--- config.mk ---
export PLATFORM = sky130hd
export DESIGN_NAME = ltc2308_responder_flat
export DESIGN_NICKNAME = d
export VERILOG_FILES = /design/src/rtl/ltc2308_pkg.sv /design/src/rtl/ltc2308_responder_if.sv /design/src/rtl/ltc2308_responder_sync_edge.sv /design/src/rtl/ltc2308_responder.sv /design/src/flat_wrapper.sv
export SDC_FILE = /design/constraint.sdc
export NUM_CORES = 1
export LEC_CHECK = 0
export ABC_AREA = 1
export ABC_CLOCK_PERIOD_IN_PS = 3200
export CAP_MARGIN = 5
export CELL_PAD_IN_SITES_DETAIL_PLACEMENT = 1
export CELL_PAD_IN_SITES_GLOBAL_PLACEMENT = 2
export CORE_MARGIN = 2
export CORE_UTILIZATION = 41
export DETAILED_ROUTE_END_ITERATION = 6
export DONT_BUFFER_PORTS = 1
export GPL_TIMING_DRIVEN = 0
export HOLD_SLACK_MARGIN = 0.1
export PLACE_DENSITY_LB_ADDON = 0.1
export RECOVER_POWER = 100
export REMOVE_ABC_BUFFERS = 1
export SLEW_MARGIN = 10
export SYNTH_ARGS = -nofsm -noshare
export SYNTH_HDL_FRONTEND = slang
export SYNTH_SLANG_ARGS = --single-unit
--- constraint.sdc ---
create_clock -name clk -period 3.2 [get_ports clk]
set_clock_uncertainty 0.2 [all_clocks]
set_input_delay 0.48 -clock clk [delete_from_list [all_inputs] [get_ports clk]]
set_output_delay 0.48 -clock clk [all_outputs]
set_load 0.02 [all_outputs]
--- src/rtl/ltc2308_pkg.sv ---
// Shared types, sizes and helpers for the LTC2308 converter emulation.
// The channel decode and data formatting live here so the top and any future checkers agree.
package ltc2308_pkg;

    localparam int CFG_BITS  = 6;
    localparam int DATA_BITS = 12;
    localparam int CH_BITS   = 3;

    typedef enum logic [1:0] {
        IDLE    = 2'd0,
        CONVERT = 2'd1,
        READY   = 2'd2,
        SHIFT   = 2'd3
    } state_e;

    // Config word layout: {S/D, O/S, S1, S0, UNI, SLP}
    function automatic logic [CH_BITS-1:0] cfg_to_ch(input logic [CFG_BITS-1:0] cfg);
        return {cfg[3], cfg[2], cfg[4]};
    endfunction

    // Bipolar mode presents the raw offset-binary code as two's complement
    function automatic logic [DATA_BITS-1:0] format_data(input logic [DATA_BITS-1:0] smp,
                                                         input logic [CFG_BITS-1:0]  cfg);
        logic [DATA_BITS-1:0] word_v;
        if (cfg[1]) begin
            word_v = smp;
        end else begin
            word_v = smp ^ 12'h800;
        end
        return word_v;
    endfunction

endpackage

--- src/rtl/ltc2308_responder_if.sv ---
// ADC pin bundle plus the user-side sample request/response port.
// master = FPGA initiator and sample source, slave = the emulated converter.
interface ltc2308_responder_if;
    import ltc2308_pkg::*;

    logic                 ADC_CONVST;
    logic                 ADC_SCK;
    logic                 ADC_SDI;
    logic                 ADC_SDO;
    logic                 sample_req;
    logic [CH_BITS-1:0]   ch_sel;
    logic [DATA_BITS-1:0] sample;

    modport master (
        output ADC_CONVST, ADC_SCK, ADC_SDI, sample,
        input  ADC_SDO, sample_req, ch_sel
    );

    modport slave (
        input  ADC_CONVST, ADC_SCK, ADC_SDI, sample,
        output ADC_SDO, sample_req, ch_sel
    );

endinterface

--- src/rtl/ltc2308_responder_sync_edge.sv ---
// Two-flop synchronizer for an asynchronous pin, with rise/fall pulses
// taken against one extra history flop (pulses appear 2 clk after the pin moves).
module sync_edge (
    input  logic clk,
    input  logic rst_n,
    input  logic d,
    output logic level,
    output logic rise,
    output logic fall
);

    logic meta_r;
    logic sync_r;
    logic prev_r;

    // Synchronizer chain and edge-detect history
    always_ff @(posedge clk or negedge rst_n) begin
        if (!rst_n) begin
            meta_r <= 1'b0;
            sync_r <= 1'b0;
            prev_r <= 1'b0;
        end else begin
            meta_r <= d;
            sync_r <= meta_r;
            prev_r <= sync_r;
        end
    end

    assign level = sync_r;
    assign rise  = sync_r & ~prev_r;
    assign fall  = ~sync_r & prev_r;

endmodule

--- src/rtl/ltc2308_responder.sv ---
// Converter-side emulation of the LTC2308 serial link: conversion on CONVST,
// 6-bit config in on SDI, 12-bit result out on SDO, samples fetched from the user port.
module ltc2308_responder
    import ltc2308_pkg::*;
#(
    parameter int                  CONV_CYCLES = 80,
    parameter logic [CFG_BITS-1:0] CFG_RESET   = 6'b100010
) (
    input  logic                 clk,
    input  logic                 reset_n,
    ltc2308_responder_if.slave   adc,
    output logic                 busy,
    output logic [15:0]          conv_count
);

    localparam int                CNT_W    = (CONV_CYCLES > 1) ? $clog2(CONV_CYCLES) : 1;
    localparam logic [CNT_W-1:0]  CNT_LAST = CNT_W'(CONV_CYCLES - 1);

    logic convst_level_s;
    logic convst_rise_s;
    logic convst_fall_s;
    logic sck_level_s;
    logic sck_rise_s;
    logic sck_fall_s;
    logic sdi_sync_s;
    logic sdi_rise_s;
    logic sdi_fall_s;
    logic unused_s;
    logic start_s;
    logic [DATA_BITS-1:0] data_next_s;

    state_e               state_r;
    logic                 sdo_r;
    logic                 sample_req_r;
    logic                 busy_r;
    logic [CH_BITS-1:0]   ch_sel_r;
    logic [15:0]          conv_count_r;
    logic [CFG_BITS-1:0]  cfg_active_r;
    logic [CFG_BITS-1:0]  cfg_pend_r;
    logic [CNT_W-1:0]     cnt_r;
    logic [3:0]           bit_idx_r;
    logic [3:0]           rise_cnt_r;
    logic [DATA_BITS-1:0] data_r;

    sync_edge u_sync_convst (
        .clk   (clk),
        .rst_n (reset_n),
        .d     (adc.ADC_CONVST),
        .level (convst_level_s),
        .rise  (convst_rise_s),
        .fall  (convst_fall_s)
    );

    sync_edge u_sync_sck (
        .clk   (clk),
        .rst_n (reset_n),
        .d     (adc.ADC_SCK),
        .level (sck_level_s),
        .rise  (sck_rise_s),
        .fall  (sck_fall_s)
    );

    sync_edge u_sync_sdi (
        .clk   (clk),
        .rst_n (reset_n),
        .d     (adc.ADC_SDI),
        .level (sdi_sync_s),
        .rise  (sdi_rise_s),
        .fall  (sdi_fall_s)
    );

    assign unused_s    = &{1'b0, convst_level_s, convst_fall_s, sck_level_s, sdi_rise_s, sdi_fall_s};
    // A CONVST rise restarts from any state except an ongoing conversion
    assign start_s     = convst_rise_s && (state_r != CONVERT);
    assign data_next_s = format_data(adc.sample, cfg_active_r);

    // Conversion / readout state machine with all outputs registered
    always_ff @(posedge clk or negedge reset_n) begin
        if (!reset_n) begin
            state_r      <= IDLE;
            sdo_r        <= 1'b0;
            sample_req_r <= 1'b0;
            busy_r       <= 1'b0;
            ch_sel_r     <= 3'd0;
            conv_count_r <= 16'd0;
            cfg_active_r <= CFG_RESET;
            cfg_pend_r   <= 6'd0;
            cnt_r        <= '0;
            bit_idx_r    <= 4'd0;
            rise_cnt_r   <= 4'd0;
            data_r       <= 12'd0;
        end else begin
            sample_req_r <= 1'b0;
            if (start_s) begin
                state_r      <= CONVERT;
                sample_req_r <= 1'b1;
                busy_r       <= 1'b1;
                ch_sel_r     <= cfg_to_ch(cfg_active_r);
                cnt_r        <= '0;
                cfg_pend_r   <= 6'd0;
                rise_cnt_r   <= 4'd0;
                sdo_r        <= 1'b0;
            end else begin
                case (state_r)
                    IDLE: begin
                        sdo_r <= 1'b0;
                    end
                    CONVERT: begin
                        if (cnt_r == CNT_LAST) begin
                            data_r       <= data_next_s;
                            sdo_r        <= data_next_s[DATA_BITS-1];
                            conv_count_r <= conv_count_r + 16'd1;
                            busy_r       <= 1'b0;
                            bit_idx_r    <= 4'(DATA_BITS - 1);
                            rise_cnt_r   <= 4'd0;
                            state_r      <= READY;
                        end else begin
                            cnt_r <= cnt_r + CNT_W'(1);
                            sdo_r <= 1'b0;
                        end
                    end
                    READY, SHIFT: begin
                        if (sck_rise_s) begin
                            state_r    <= SHIFT;
                            rise_cnt_r <= rise_cnt_r + 4'd1;
                            if (rise_cnt_r < 4'(CFG_BITS)) begin
                                cfg_pend_r <= {cfg_pend_r[CFG_BITS-2:0], sdi_sync_s};
                            end
                            // Twelfth rise ends the frame; a complete config takes effect next time
                            if (rise_cnt_r == 4'(DATA_BITS - 1)) begin
                                state_r <= IDLE;
                                sdo_r   <= 1'b0;
                                if (rise_cnt_r >= 4'(CFG_BITS)) begin
                                    cfg_active_r <= cfg_pend_r;
                                end
                            end
                        end else if (sck_fall_s) begin
                            state_r <= SHIFT;
                            if (bit_idx_r != 4'd0) begin
                                bit_idx_r <= bit_idx_r - 4'd1;
                                sdo_r     <= data_r[bit_idx_r - 4'd1];
                            end
                        end
                    end
                    default: begin
                        state_r <= IDLE;
                        sdo_r   <= 1'b0;
                        busy_r  <= 1'b0;
                    end
                endcase
            end
        end
    end

    assign adc.ADC_SDO    = sdo_r;
    assign adc.sample_req = sample_req_r;
    assign adc.ch_sel     = ch_sel_r;
    assign busy           = busy_r;
    assign conv_count     = conv_count_r;

endmodule

--- src/flat_wrapper.sv ---
// flat-port wrapper written by rule: the top's interface ports become plain ports
module ltc2308_responder_flat import ltc2308_pkg::*;
#(
    parameter int                  CONV_CYCLES = 80,
    parameter logic [CFG_BITS-1:0] CFG_RESET   = 6'b100010
)
  (clk, reset_n, busy, conv_count, adc_ADC_CONVST, adc_ADC_SCK, adc_ADC_SDI, adc_sample, adc_ADC_SDO, adc_sample_req, adc_ch_sel);
  ltc2308_responder_if adc_i ();
  input  logic clk;
  input  logic reset_n;
  output logic busy;
  output logic [15:0] conv_count;
  input wire logic [$bits(adc_i.ADC_CONVST)-1:0] adc_ADC_CONVST;
  input wire logic [$bits(adc_i.ADC_SCK)-1:0] adc_ADC_SCK;
  input wire logic [$bits(adc_i.ADC_SDI)-1:0] adc_ADC_SDI;
  input wire logic [$bits(adc_i.sample)-1:0] adc_sample;
  output wire logic [$bits(adc_i.ADC_SDO)-1:0] adc_ADC_SDO;
  output wire logic [$bits(adc_i.sample_req)-1:0] adc_sample_req;
  output wire logic [$bits(adc_i.ch_sel)-1:0] adc_ch_sel;
  assign adc_i.ADC_CONVST = adc_ADC_CONVST;
  assign adc_i.ADC_SCK = adc_ADC_SCK;
  assign adc_i.ADC_SDI = adc_ADC_SDI;
  assign adc_i.sample = adc_sample;
  assign adc_ADC_SDO = adc_i.ADC_SDO;
  assign adc_sample_req = adc_i.sample_req;
  assign adc_ch_sel = adc_i.ch_sel;
  ltc2308_responder #(.CONV_CYCLES(CONV_CYCLES), .CFG_RESET(CFG_RESET)) u_core (.clk(clk), .reset_n(reset_n), .adc(adc_i), .busy(busy), .conv_count(conv_count));
endmodule
==> reports/metrics.cfg, run 1 <==
[status]
status = finished with violations
violations = capacitance limit, slew limit

[global_routing]
grt_util_all_layers_pct = 17.7
antenna_found_initial = 0
grt_max_degree = 69
grt-ovfl-total = 0
grt_pass1_wl_microns = 12200
grt_pass1_vias = 2591

[logic_synthesis]
yosys-top-cells-count = nand2_1, dfrtp_1, inv_1
ys_seq_area_share_pct = 50.4
avgSynthCellArea_sq_um = 8.58
yosys.area_share.simple_pct = 27.0
syn_inst = 394
synth_compound_area_share_pct = 6.48
synth_fa_ha_area_share_pct = 2.59
synth-async-reset-ratio_pct = 100
synth.largest_area_cell = dfrtp_1
synthDominantCellAreaShare_pct = 49.6
ys_warn_count = 0
synth_area_sq_um = 3380
synth_top_flop_cell = dfrtp_1
synth.mux.area_fraction_pct = 0.333
synth.most_common_cell = nand2_1
synth_edf_count = 0
synth.area.top_cells = dfrtp_1, nand2_1, inv_1
synth_top_family_by_area = simple AND/OR/NAND/NOR gates
yosysUniqueCellTypes = 32
yosys_register_bits = 68
synthXorXnorAreaFrac_pct = 4.66

[timing]
hold_viol_final = 0
max_freq_mhz = 398
setup-tns-final_ps = 0
timing.hold.ws_ps = 157
finalCritPeriodShare_pct = 78.5
slew_viol_final = 69
layout_min_cycle_time_ps = 2510
relSlewSlack_pct = -13.1
setup_viol = 0
setup_ws_ps = 688
rsz0062_at_grt = false
tightest_slew_ps = 1700

[critical_path]
critical-path-slowest-cell = nor2_8
cp-start-kind = register
r2r-start = u_core.cnt_r[1]
critPathLaunch = u_core.cnt_r[1]
arrival_ps = 2540
worst-path-max-fanout = 27
crit_type = register to register
slowest_delay_ps = 440
crit_buf_inv = 2
crit_family = simple AND/OR/NAND/NOR gates
cp-end-kind = register
crit_chain = ha_1 > nand2_4 > nor2_1 > clkinvlp_2 > nor2_8 > inv_2 > nand2_1 > o21ai_0
required_ps = 3230

[layout]
finalInstanceArea_sq_um = 3810
fin_nets = 437
diodes = 0
layout.cells.non_filler = 523
drive_gt1_share_pct = 7.18
syn_to_final_growth_pct = 12.8

[clock_network]
cts.htree.levels = 3
clockBufferDepth = 2
insertion_delay_ps = 350
cts.sinks = 68
root_buffer = clkbuf_8
cts-buffers-inserted = 9
cts_setup_buffers = 0
cts_tree = done
clkTransAtPathRegs_ps = 80

[placement]
portBuffers = 0
dpl_worst_slack_ps = 1020
dpl_cell_area_sq_um = 3440
hpwl_microns = 4880
place_congestion = 0.704
post-place-cells = 491

[detailed_routing]
dr.pass1.iters = 4
avgViaCountPerCell = 4.85
vias = 2537
drtIter0Drc = 66
drtAntennaViolNets = 0
finalWirelength_microns = 7160
drc = 0
wl_per_cell_microns = 13.7

[floorplan]
initial_core_util_pct = 41.8
die_h_microns = 94.8
core-area_sq_um = 8090
die_w_microns = 94.8
rows = 33
io_pins = 39
die-area_sq_um = 8990

[power_and_ir_drop]
leakagePower_uw = 0.00190
p_per_area_nw_per_um2 = 725
ir_drop_mv = 0.326

[worst_hold_path]
min_from = u_core.u_sync_sdi.meta_r
hp-class = register to register

[flow_run]
maxCapViolCount = 1

[logic make-up after synthesis]
group | count (synthesis)
buf+inv | 64
xor+xnor | 18
fa+ha+maj | 7
flops | 68
simple gates | 194
compound gates | 42
mux | 1
[registers in the layout (all words and copies together) (netlist names), 2 cells and up]
name                 flops
u_core.conv_count       16
u_core.cfg_pend_r        5
u_core.cnt_r             7
u_core.rise_cnt_r        4
u_core.adc.ch_sel        3
u_core.cfg_active_r      4
u_core.state_r           2
u_core.data_r           12
u_core.bit_idx_r         4
[routing by layer]
metal	vias to the layer above	part of all wire, %	wire length, microns	global-route usage, %
met5	-	0	0	0
met3	10	3.1	219	4.15
met1	1220	49	3490	23.0
met4	0	1.6	115	7.25
met2	37	47	3330	28.5
li1	1270	-	-	-
[where the power goes]
part | switching, uW | total [uW] | leakage (uW) | internal [uW]
clock | 355 | 975 | 0.000137 | 620
combinational | 462 | 700 | 0.000929 | 239
sequential | 122 | 1090 | 0.000834 | 970
[final cells by class]
class                           instances  area, sq um
Clock inverter                          6          134
Fill cell                             977         4280
Clock buffer                           10          138
Sequential cell                        68         1700
Tap cell                              105          131
Multi-Input combinational cell        262         1340
Timing Repair Buffer                   16          155
Inverter                               56          214
[cell usage in the layout (no fill, tap or decap), drive strengths merged, types with 7 or more instances in the layout]
| cell | n |
|---|---|
| nand2 | 122 |
| xnor2 | 8 |
| inv | 55 |
| xor2 | 10 |
| a21oi | 7 |
| clkbuf | 11 |
| ha | 7 |
| dfrtp | 67 |
| nand4 | 9 |
| dlygate4sd3 | 15 |
| nor2 | 27 |
| nand3 | 28 |
| o21ai | 33 |
[per-stage QoR]
step	util, %	total power [uW]
final	47.1	2770
after global routing	47.1	2970
after floorplan	-	1640
after CTS	48.0	2840
after detailed placement	42.5	1810
after global placement	42.5	1800
[repair_timing]
item,CTS,global route
hold endpoints to repair,82,0
gates resized for setup,0,0
hold buffers,16,0
[path summary, 6_finish.rpt]
path	to	slack, ps	depth (start not counted)
setup / recovery	u_core.conv_count[14]	690	8
hold / removal	u_core.u_sync_sdi.level	160	0
setup reg to reg	u_core.conv_count[14]	690	8
hold reg to reg	u_core.u_sync_sdi.level	160	0
max in group asynchronous	u_core.state_r[1]	850	2
min in group asynchronous	u_core.cnt_r[2]	910	2
(Power assumes the default switching activity.)
==> inputs of run 2 (changes only) <==
--- a/config.mk
+++ b/config.mk
@@ -6,12 +6,12 @@
 export NUM_CORES = 1
 export LEC_CHECK = 0
 export ABC_AREA = 1
-export ABC_CLOCK_PERIOD_IN_PS = 3200
+export ABC_CLOCK_PERIOD_IN_PS = 2500
 export CAP_MARGIN = 5
 export CELL_PAD_IN_SITES_DETAIL_PLACEMENT = 1
 export CELL_PAD_IN_SITES_GLOBAL_PLACEMENT = 2
 export CORE_MARGIN = 2
-export CORE_UTILIZATION = 41
+export CORE_UTILIZATION = 38
 export DETAILED_ROUTE_END_ITERATION = 6
 export DONT_BUFFER_PORTS = 1
 export GPL_TIMING_DRIVEN = 0
==> constraint.sdc (replaced) <==
create_clock -name clk -period 2.5 [get_ports clk]
set_clock_uncertainty 0.2 [all_clocks]
set_input_delay 0.375 -clock clk [delete_from_list [all_inputs] [get_ports clk]]
set_output_delay 0.375 -clock clk [all_outputs]
set_load 0.02 [all_outputs]
==> run 2 against run 1 <==
The flow still finishes with violations (capacitance limit, slew limit). Worst hold slack got worse by 15 ps. Clock power grew 6%. Clock-buffer cell count shrank 1. Final area is 0.49% lower. Non-clock buffer count unchanged. Combinational power rose by 29%. Critical path depth increased by 2. Maximum frequency is 13% higher. Largest power group unchanged. Highest routed layer unchanged.
==> reports/metrics.cfg, run 2 (synthesized netlist as in run 1, its figures left out) <==
[detailed_routing]
finalWirelength_microns = 7270  ; +1.6%
vias = 2493  ; -1.7%
wl_per_cell_microns = 13.8  ; +1.0%
drtIter0Drc = 83  ; +26%
dr.pass1.iters = 4  ; unchanged
avgViaCountPerCell = 4.74  ; -2.3%
drtAntennaViolNets = 0  ; unchanged
drc = 0  ; unchanged

[timing]
relSlewSlack_pct = -0.914  ; +12 points
setup_viol = 0  ; unchanged
layout_min_cycle_time_ps = 2230  ; -281 ps
slew_viol_final = 69  ; unchanged
max_freq_mhz = 448  ; +13%
setup-tns-final_ps = 0  ; unchanged
tightest_slew_ps = 1510  ; -182 ps
rsz0062_at_grt = false
finalCritPeriodShare_pct = 89.2  ; +11 points
hold_viol_final = 0  ; unchanged

[power_and_ir_drop]
leakagePower_uw = 0.00188  ; -1.0%
p_per_area_nw_per_um2 = 880  ; +21%
report.power.total_uw = 3340  ; +21%
ir_drop_mv = 0.326  ; about the same

[worst_hold_path]
min_path_cells = 3  ; +3
hp-class = input pin to register

[layout]
layout_common_cells = nand2_1, dfrtp_1, inv_1
largest_reg_flops = 16  ; unchanged
syn_to_final_growth_pct = 12.3
final_common_cell = nand2_1
multiInputGateArea_sq_um = 1360  ; +1.5%
fin_nets = 437  ; unchanged
diodes = 0  ; unchanged
seqCellArea_sq_um = 1700  ; unchanged
fill_cells = 1060  ; +8.5%
drive_gt1_share_pct = 8.13  ; +0.96 points

[floorplan]
die_w_microns = 98.3  ; +3.7%
die-area_sq_um = 9670  ; +7.6%
die_h_microns = 98.3  ; +3.7%
rows = 34  ; +3.0%
io_pins = 39  ; unchanged
core-area_sq_um = 8680  ; +7.2%
initial_core_util_pct = 39.0  ; -2.8 points

[critical_path]
required_ps = 2540  ; -690 ps
cp-end-kind = register
worst-path-max-fanout = 14  ; -48%
cp-start-kind = register
crit_type = register to register
r2r_cells = 10  ; +2
arrival_ps = 2270  ; -270 ps

[placement]
portBuffers = 0  ; unchanged
hpwl_microns = 4910  ; +0.58%
place_congestion = 0.771  ; +9.5%

[clock_network]
clkTransAtPathRegs_ps = 80  ; about the same
cts_tree = done
clockBufferDepth = 2  ; unchanged
cts.sinks = 68  ; unchanged
cts-buffers-inserted = 9  ; unchanged
root_buffer = clkbuf_8
cts.htree.levels = 3  ; unchanged
insertion_delay_ps = 340  ; about the same

[global_routing]
grt-ovfl-total = 0  ; unchanged
grt_pass1_vias = 2671  ; +3.1%
antenna_found_initial = 0  ; unchanged
grt_util_all_layers_pct = 16.8  ; -0.97 points
grt_pass1_wl_microns = 13000  ; +6.6%
grt_max_degree = 69  ; unchanged

[status]
status = finished with violations
violations = capacitance limit, slew limit

[flow_run]
maxCapViolCount = 1  ; unchanged

-- run 2: cell types whose count changed in the layout (fill, tap and decap cells not counted), sizes merged --
cell	previous run	this run
clkinv	2	4
buf	0	1
inv	55	56
clkbuf	11	9
bufinv	4	2
-- run 2: layer usage --
layer / global-route usage (%) / vias up / share of wire [%]
li1: - / 1275 / -
met1: 22.4 / 1181 / 49
met2: 26.9 / 30 / 47
met5: 0 / - / 0
met4: 4.74 / 0 / 1.1
met3: 4.58 / 7 / 3.0
-- run 2: path summary, 6_finish.rpt --
| check | startpoint | to | slack [ps] |
|---|---|---|---|
| max in group asynchronous | reset_n | u_core.u_sync_sck.prev_r | 410 |
| worst max register to register | u_core.cnt_r[0] | u_core.rise_cnt_r[2] | 270 |
| min in group asynchronous | reset_n | u_core.rise_cnt_r[1] | 760 |
| worst max-delay path | u_core.cnt_r[0] | u_core.rise_cnt_r[2] | 270 |
| worst min-delay path | adc_sample[11] | u_core.data_r[11] | 140 |
| worst min register to register | u_core.u_sync_sck.meta_r | u_core.u_sync_sck.level | 150 |
-- run 2: worst max-delay path, stage by stage, from the launching register on --
cell and delay [ps]:
dfrtp_1 410, ha_1 270, nand2_4 70, nor2_1 280
inv_4 120, nand2_8 130, nand2_1 100, nor2_1 300
inv_2 110, nand2_1 90, o21ai_2 50
-- run 2: layout make-up --
type	instances	share of cell area (%)
sequential	68	44.9
multi-input combinational	262	35.8
inverter	56	5.77
timing repair buffer	16	4.09
tap	108	3.56
clock buffer	9	3.26
clock inverter	7	2.64
-- run 2: repair_timing --
action | CTS | global route
endpoints found under the setup margin | 0 | 1
setup buffers | 0 | 0
endpoints found under the hold margin | 82 | 0
hold buffers | 16 | 0
gates resized for setup | 0 | 1
-- run 2: stage by stage --
stage | area (sq um) | setup WS (ps) | util [%] | std cells | hold slack [ps]
3_5_place_dp | 3440 | 294 | 39.6 | 494 | -118
4_1_cts | 3840 | 251 | 44.3 | 526 | 147
5_1_grt | 3800 | 32.0 | 43.7 | 526 | 161
3_3_place_gp | 3440 | 295 | 39.6 | 494 | -118
6_report | 3800 | 269 | 43.7 | 526 | 142
2_1_floorplan | 3310 | 631 | - | 386 | -121
-- run 2: where the power goes --
part / internal, uW / leakage [uW] / switching [uW]
Clock: 569 / 0.000114 / 460
Combinational: 308 / 0.000933 / 598
Sequential: 1240 / 0.000834 / 166
Total: 2120 / 0.00188 / 1220
